File: config.mk
export PLATFORM = sky130hd
export DESIGN_NAME = rev_pe_run_sched
export DESIGN_NICKNAME = d
export VERILOG_FILES = /design/src/rtl/rev_pe_run_sched.sv
export SDC_FILE = /design/constraint.sdc
export NUM_CORES = 1
export LEC_CHECK = 0
export ABC_AREA = 1
export ABC_CLOCK_PERIOD_IN_PS = 3400
export CAP_MARGIN = 20
export CORE_MARGIN = 2
export CORE_UTILIZATION = 36
export CTS_BUF_LIST = sky130_fd_sc_hd__clkbuf_2
export CTS_CLUSTER_DIAMETER = 30
export DETAILED_ROUTE_END_ITERATION = 10
export PLACE_DENSITY_LB_ADDON = 0.2
export SLEW_MARGIN = 10
export SYNTH_ARGS = -nofsm -noshare
export SYNTH_HDL_FRONTEND = slang
export SYNTH_SLANG_ARGS = --single-unit
export TNS_END_PERCENT = 20
File: constraint.sdc
create_clock -name clk -period 3.4 [get_ports clk]
set_input_delay 0.51 -clock clk [delete_from_list [all_inputs] [get_ports clk]]
set_output_delay 0.51 -clock clk [all_outputs]
set_load 0.02 [all_outputs]
File: src/rtl/rev_pe_run_sched.sv
// Run scheduler for the reversible MAC PE: issues one batch of input-buffer reads, tracks items
// through the fixed-latency pipe, drives output-buffer writes, tallies reverse-check errors, arbitrates host readout.
// Latency: rd_en_o one cycle after start_i, writes PIPE_LAT cycles after reads. No backpressure; host waits for IDLE.
module rev_pe_run_sched #(
    parameter int DATA_NUM = 16,
    parameter int ADDR_W   = $clog2(DATA_NUM),
    parameter int PIPE_LAT = 3,
    parameter int ERR_W    = 8
) (
    input  logic              clk,
    input  logic              rst_n,
    input  logic              start_i,
    input  logic              abort_i,
    output logic              rd_en_o,
    output logic [ADDR_W-1:0] rd_addr_o,
    output logic              stage_en_o,
    output logic              wr_en_o,
    output logic [ADDR_W-1:0] wr_addr_o,
    input  logic              err1_i,
    input  logic              err2_i,
    output logic [ERR_W-1:0]  err1_cnt_o,
    output logic [ERR_W-1:0]  err2_cnt_o,
    output logic              first_err_vld_o,
    output logic [ADDR_W-1:0] first_err_addr_o,
    input  logic              host_rd_req_i,
    output logic              host_rd_gnt_o,
    output logic              busy_o,
    output logic              done_o,
    output logic              aborted_o
);

    typedef enum logic [1:0] {IDLE, ISSUE, DRAIN, DONE} state_t;

    localparam logic [ADDR_W-1:0] LAST_ADDR = ADDR_W'(DATA_NUM - 1);
    localparam logic [ERR_W-1:0]  ERR_MAX   = '1;

    state_t              state;
    logic [PIPE_LAT-1:0] pipe_vld;
    logic [ADDR_W-1:0]   pipe_addr [PIPE_LAT];

    logic run_start;
    logic run_abort;
    logic e1_hit;
    logic e2_hit;

    assign run_start = (state == IDLE) && start_i && !abort_i;
    assign run_abort = (state != IDLE) && abort_i;

    // Errors only count against a live item in the slot they refer to.
    assign e1_hit = err1_i && pipe_vld[1];
    assign e2_hit = err2_i && pipe_vld[2];

    assign wr_en_o       = pipe_vld[PIPE_LAT-1];
    assign wr_addr_o     = pipe_addr[PIPE_LAT-1];
    assign busy_o        = (state != IDLE);
    assign stage_en_o    = (state == ISSUE) || (state == DRAIN);
    assign done_o        = (state == DONE);
    assign host_rd_gnt_o = host_rd_req_i && (state == IDLE) && !start_i;

    always_ff @(posedge clk or negedge rst_n) begin
        if (!rst_n) begin
            state     <= IDLE;
            rd_en_o   <= 1'b0;
            rd_addr_o <= '0;
            aborted_o <= 1'b0;
        end else if (run_abort) begin
            state     <= IDLE;
            rd_en_o   <= 1'b0;
            aborted_o <= 1'b1;
        end else begin
            case (state)
                IDLE: begin
                    if (run_start) begin
                        state     <= ISSUE;
                        rd_en_o   <= 1'b1;
                        rd_addr_o <= '0;
                        aborted_o <= 1'b0;
                    end
                end
                ISSUE: begin
                    if (rd_addr_o == LAST_ADDR) begin
                        state   <= DRAIN;
                        rd_en_o <= 1'b0;
                    end else begin
                        rd_addr_o <= rd_addr_o + ADDR_W'(1);
                    end
                end
                DRAIN: begin
                    if (wr_en_o && (wr_addr_o == LAST_ADDR))
                        state <= DONE;
                end
                default: state <= IDLE;
            endcase
        end
    end

    // Valid/address pipe mirrors the datapath registers; flushed on start and abort.
    always_ff @(posedge clk or negedge rst_n) begin
        if (!rst_n) begin
            pipe_vld <= '0;
            for (int i = 0; i < PIPE_LAT; i++)
                pipe_addr[i] <= '0;
        end else if (run_start || run_abort) begin
            pipe_vld <= '0;
            for (int i = 0; i < PIPE_LAT; i++)
                pipe_addr[i] <= '0;
        end else begin
            pipe_vld     <= {pipe_vld[PIPE_LAT-2:0], rd_en_o};
            pipe_addr[0] <= rd_addr_o;
            for (int i = 1; i < PIPE_LAT; i++)
                pipe_addr[i] <= pipe_addr[i-1];
        end
    end

    always_ff @(posedge clk or negedge rst_n) begin
        if (!rst_n) begin
            err1_cnt_o       <= '0;
            err2_cnt_o       <= '0;
            first_err_vld_o  <= 1'b0;
            first_err_addr_o <= '0;
        end else if (run_start) begin
            err1_cnt_o       <= '0;
            err2_cnt_o       <= '0;
            first_err_vld_o  <= 1'b0;
            first_err_addr_o <= '0;
        end else begin
            if (e1_hit && (err1_cnt_o != ERR_MAX))
                err1_cnt_o <= err1_cnt_o + ERR_W'(1);
            if (e2_hit && (err2_cnt_o != ERR_MAX))
                err2_cnt_o <= err2_cnt_o + ERR_W'(1);
            // Slot 2 holds the older item, so it wins a same-cycle tie.
            if (!first_err_vld_o && (e1_hit || e2_hit)) begin
                first_err_vld_o  <= 1'b1;
                first_err_addr_o <= e2_hit ? pipe_addr[2] : pipe_addr[1];
            end
        end
    end

endmodule

# Word-level counts from Yosys, hierarchy flattened
# Cells that the tools add are included.
[totals]
reg_bits = 44
out_inout_bits = 36
word_cells = 84
[classes]
eq_ne = 12
n_reduce_logical = 30
mux = 26
bitwise_logic = 1
addsub = 3
[op_table]
columns = ["op", "count"]
rows = [
  ["$mux W8", 4],
  ["$mux W4", 5],
  ["$add A8 B1 Y8 const B", 2],
  ["$ne A8 B8 Y1 const B", 2],
  ["$reduce_bool A2 Y1", 7],
  ["$mux W12", 1],
  ["$logic_and A1 B1 Y1", 11],
  ["$eq A4 B4 Y1 const B", 2],
  ["$mux W1", 8],
  ["$mux W2", 4],
  ["$pmux W4 S2", 1],
  ["$ne A3 B2 Y1 const B", 2],
  ["$pmux W2 S3", 1],
  ["$reduce_and A3 Y1", 2],
  ["$add A4 B1 Y4 const B", 1],
  ["$eq A2 B2 Y1 const B", 2],
  ["$ne A2 B2 Y1 const B", 2],
  ["$reduce_and A4 Y1", 1],
  ["$logic_not A1 Y1", 3],
  ["$logic_or A1 B1 Y1", 3],
  ["$mux W3", 1],
  ["$ne A3 B3 Y1 const B", 1],
  ["$reduce_bool A3 Y1", 1],
  ["$eq A2 B1 Y1 const B", 1],
  ["other kinds (4)", 4],
]

# Longest topological paths before layout
[depth]
ltp_word = 6
ltp_mapped = 9
depth_no_buf = 9

# Worst setup path after synthesis
# Ideal clock, no wire load.
[synth_timing]
path_kind = "reg-to-output"
from = "register state[0]"
to = "output host_rd_gnt_o"
slack_ps = 1895
stages_incl_launch_ff = 5
required_ps = 2890
t_arrival_ps = 995
path_cell_list = "dfrtp_1 > inv_1 > ha_1 > nand2_1 > nor2_1"
[synth_between]
elab_chain_cells = 3
[synth_lines]
columns = ["element", "line", "text"]
rows = [
  ["start: declaration", "37", "state_t state;"],
  ["start signal: assignment", "62", "state <= IDLE;"],
  ["start signal: assignment", "67", "state <= IDLE;"],
  ["start signal: assignment", "74", "state <= ISSUE;"],
  ["$logic_not A2 Y1", "58", "assign host_rd_gnt_o = host_rd_req_i && (state == IDLE) && !start_i;"],
  ["$logic_and A1 B1 Y1 (2 in a row)", "58", ""],
  ["end: declaration", "26", "output logic host_rd_gnt_o,"],
]
# Every way passes these cells.

# Worst setup path after layout
[layout_timing]
from = "register state[0]"
to = "output busy_o"
[layout_between]
elab_chain_cells = 1
[layout_lines]
columns = ["element", "line", "text"]
rows = [
  ["$reduce_bool A2 Y1", "55", "assign busy_o = (state != IDLE);"],
  ["end: declaration", "27", "output logic busy_o,"],
]
# Every way passes these cells.

==> reports/metrics.cfg <==
[grt]
grtUsageTotal = 0.142
gr-total-overflow = 0
grt_max_degree = 45
grt_pass1_wl_mm = 8.28
grt_pass1_vias = 1829
antenna_found_initial = 0

[pwr]
leakage_nw = 1.45
vdd.ir_drop.worst_mv = 0.331
power_density_mw_per_mm2 = 591

[detailed_routing]
routed-via-count = 1974
wirelength_mm = 4.77
route.detailed.drc = 0
vias_per_cell = 4.64
wire_per_inst_um = 11.2
first_pass_iters = 6
drt_iter0_drc = 73
postRouteAntennaNets = 0

[final_layout]
utilization = 0.453
synthToLayoutAreaGrowth_pct = 22.2
drive_above_1_share = 0.0603
num-fill-cells = 627
n_antenna_cell = 0
fin_nets = 362
final_cells = 425

[synth]
syn-num-nets = 318
netlist_area_mm2 = 0.00235
ys_seq_area_frac = 0.468
synth-compound-area-share = 0.0531
synth_top_family_by_area = simple AND/OR/NAND/NOR gates
muxShareOfSynthArea = 0
synthDistinctLibCells = 22
yosys_warnings = 0
postSynthAreaPerCell_um2 = 7.77
synth_simple_gate_area_frac = 0.321
yosys.area_share.adder = 0.0425
synth-xor-area-share = 0.0149
synthCells = 303
ys_seq_elements = 44

[place]
place.gp.congestion = 0.792
hpwl_mm = 3.34
placed_cells = 415
io_buffers = 42
preCtsSetupSlack_ns = 1.19

[clock_network]
cts.sinks = 44
cts_tree = yes
clockBufferDepth = 2
cts_resized = 0
cts_setup_buffers = 0
htreeDepth = 2
worstSkewPairLatency_ns = 0.41
numCtsBuffers = 5
root_buffer = clkbuf_2
clk_pin_slew_ns = 0.23

[critical_path]
crit_path_start_kind = register
cp_max_fo = 7
crit_type = register to primary output
crit_slowest_cell = clkdlybuf4s50_1
reg2reg_slack_ns = 1.47
crit_chain = inv_1 > ha_1 > inv_1 > clkdlybuf4s50_1
crit_path_end_kind = primary output
critPathArrivalTime_ns = 1.96
required_ns = 2.89
worstRegToRegCells = 7
timing.rr.end = err1_cnt_o[1]$_DFFE_PN0P_
r2r-start = state[0]$_DFFE_PN0P_
cpMostUsedCell = inv_1
critPathMaxStageDelay_ns = 0.60

[timing]
period_share = 0.725
fin_ws_ns = 0.935
setup_viol = 0
fin_skew_ns = 0.00766
drv_slew = 0
max_freq_mhz = 406
hold_violations = 0
min_period_ns = 2.47
timing.setup.tns_ns = 0
slew_headroom = 0.682
rsz0062_at_grt = no
hold_ws_ns = 0.477
tightestPinTransition_ns = 0.476

[flow_run]
max_cap_viol_count = 0

[die]
die_area_mm2 = 0.00720
die_w_um = 84.9
core-area_mm2 = 0.00635
ios = 43
start_util = 0.371
row_count = 29
chipHeight_um = 84.9

[min_path]
hold_class = input pin to async pin

[run_status]
status = finished, final reports clean

## sequential cells by signal (all words and copies together) (netlist names)
name / count
first_err_vld_o: 1
wr_addr_o: 4
err1_cnt_o: 8
rd_addr_o: 4
rd_en_o: 1
first_err_addr_o: 4
err2_cnt_o: 8
pipe_addr: 8
aborted_o: 1
state: 2
pipe_vld: 3
## Yosys cell counts
master / n / area, um^2
o21ai_0: 7 / 35.0
o21ai_2: 5 / 43.8
nand4_1: 4 / 25.0
nor3_1: 1 / 5.00
inv_2: 1 / 3.75
ha_1: 8 / 100
o21bai_1: 4 / 30.0
nand3_2: 1 / 10.0
nand3_1: 44 / 220
nand2_2: 2 / 12.5
nand2_4: 1 / 11.3
xor2_1: 4 / 35.0
inv_1: 43 / 161
dfrtp_1: 44 / 1100
o22ai_1: 1 / 6.26
a21oi_1: 2 / 10.0
nor2_1: 38 / 143
nand3b_1: 1 / 7.51
nand2_1: 83 / 312
buf_4: 5 / 37.5
nor2_4: 1 / 11.3
buf_6: 3 / 33.8
## cell families (layout without fill, tap and decap cells)
kind of cell,count (synthesis),after routing
and+or+nand+nor,176,176
adders and majority gates,8,8
DFF,44,44
buffers and inverters,52,97
AOI/OAI and AO/OA,19,19
xor gates and xnor gates,4,4
## how the worst max path moves through the flow
stage,to,cells past startpoint,startpoint
floorplan,host_rd_gnt_o,4,state[0]$_DFFE_PN0P_
finish,busy_o,4,state[0]$_DFFE_PN0P_
global placement,host_rd_gnt_o,4,host_rd_req_i
CTS,busy_o,4,state[0]$_DFFE_PN0P_
global route,host_rd_gnt_o,5,state[1]$_DFFE_PN0P_
detailed placement,host_rd_gnt_o,4,host_rd_req_i
## critical path, delay by kind of cell (launching register included)
kind / cells / cell delay (ns)
buffers and inverters: 3 / 0.79
DFF: 1 / 0.47
adders and majority gates: 1 / 0.30
## repair_timing
action,4_1_cts,5_1_grt
hold buffers,0,1
hold endpoints to repair,0,11
endpoints found under the setup margin,0,0
## cell type report
cell class	count	area [um^2]	share of cell area
clock buffer	5	25.0	0.00870
tap	77	96.3	0.0335
clock inverter	3	18.8	0.00652
inverter	44	165	0.0574
timing repair buffer	45	453	0.157
multi-input combinational	207	1020	0.354
sequential	44	1100	0.383
## per-layer routing
| layer | vias to the layer above | share of wire | track usage |
|---|---|---|---|
| met4 | 0 | 0.013 | 0.0462 |
| met5 | - | 0 | 0 |
| met2 | 39 | 0.42 | 0.217 |
| met3 | 5 | 0.043 | 0.0331 |
| li1 | 1027 | - | - |
| met1 | 903 | 0.52 | 0.200 |
## power breakdown
part | internal [W] | switching [W] | total (W)
clock | 0.0000476 | 0.000180 | 0.000227
sequential | 0.000621 | 0.0000874 | 0.000709
combinational | 0.000302 | 0.000461 | 0.000763
## placed cells by master (no fill, tap or decap), types with 2 or more instances in the layout
cell / Yosys / routed
o21bai_1: 4 / 4
clkbuf_2: 0 / 5
nand2_1: 83 / 83
clkdlybuf4s50_1: 0 / 41
ha_1: 8 / 8
nand4_1: 4 / 4
dfrtp_1: 44 / 44
o21ai_0: 7 / 7
o21ai_2: 5 / 5
xor2_1: 4 / 4
a21oi_1: 2 / 2
nand2_2: 2 / 2
nor2_1: 38 / 38
clkinvlp_4: 0 / 2
inv_1: 43 / 43
nand3_1: 44 / 44
## stage by stage
step,total power (W),area [um^2]
final,0.00170,2880
after global routing,0.00184,2880
after CTS,0.00172,2850
after detailed placement,0.00148,2800
after global placement,0.00147,2800
after floorplan,0.00122,2350
No activity file was read; power rests on OpenSTA's default activity.
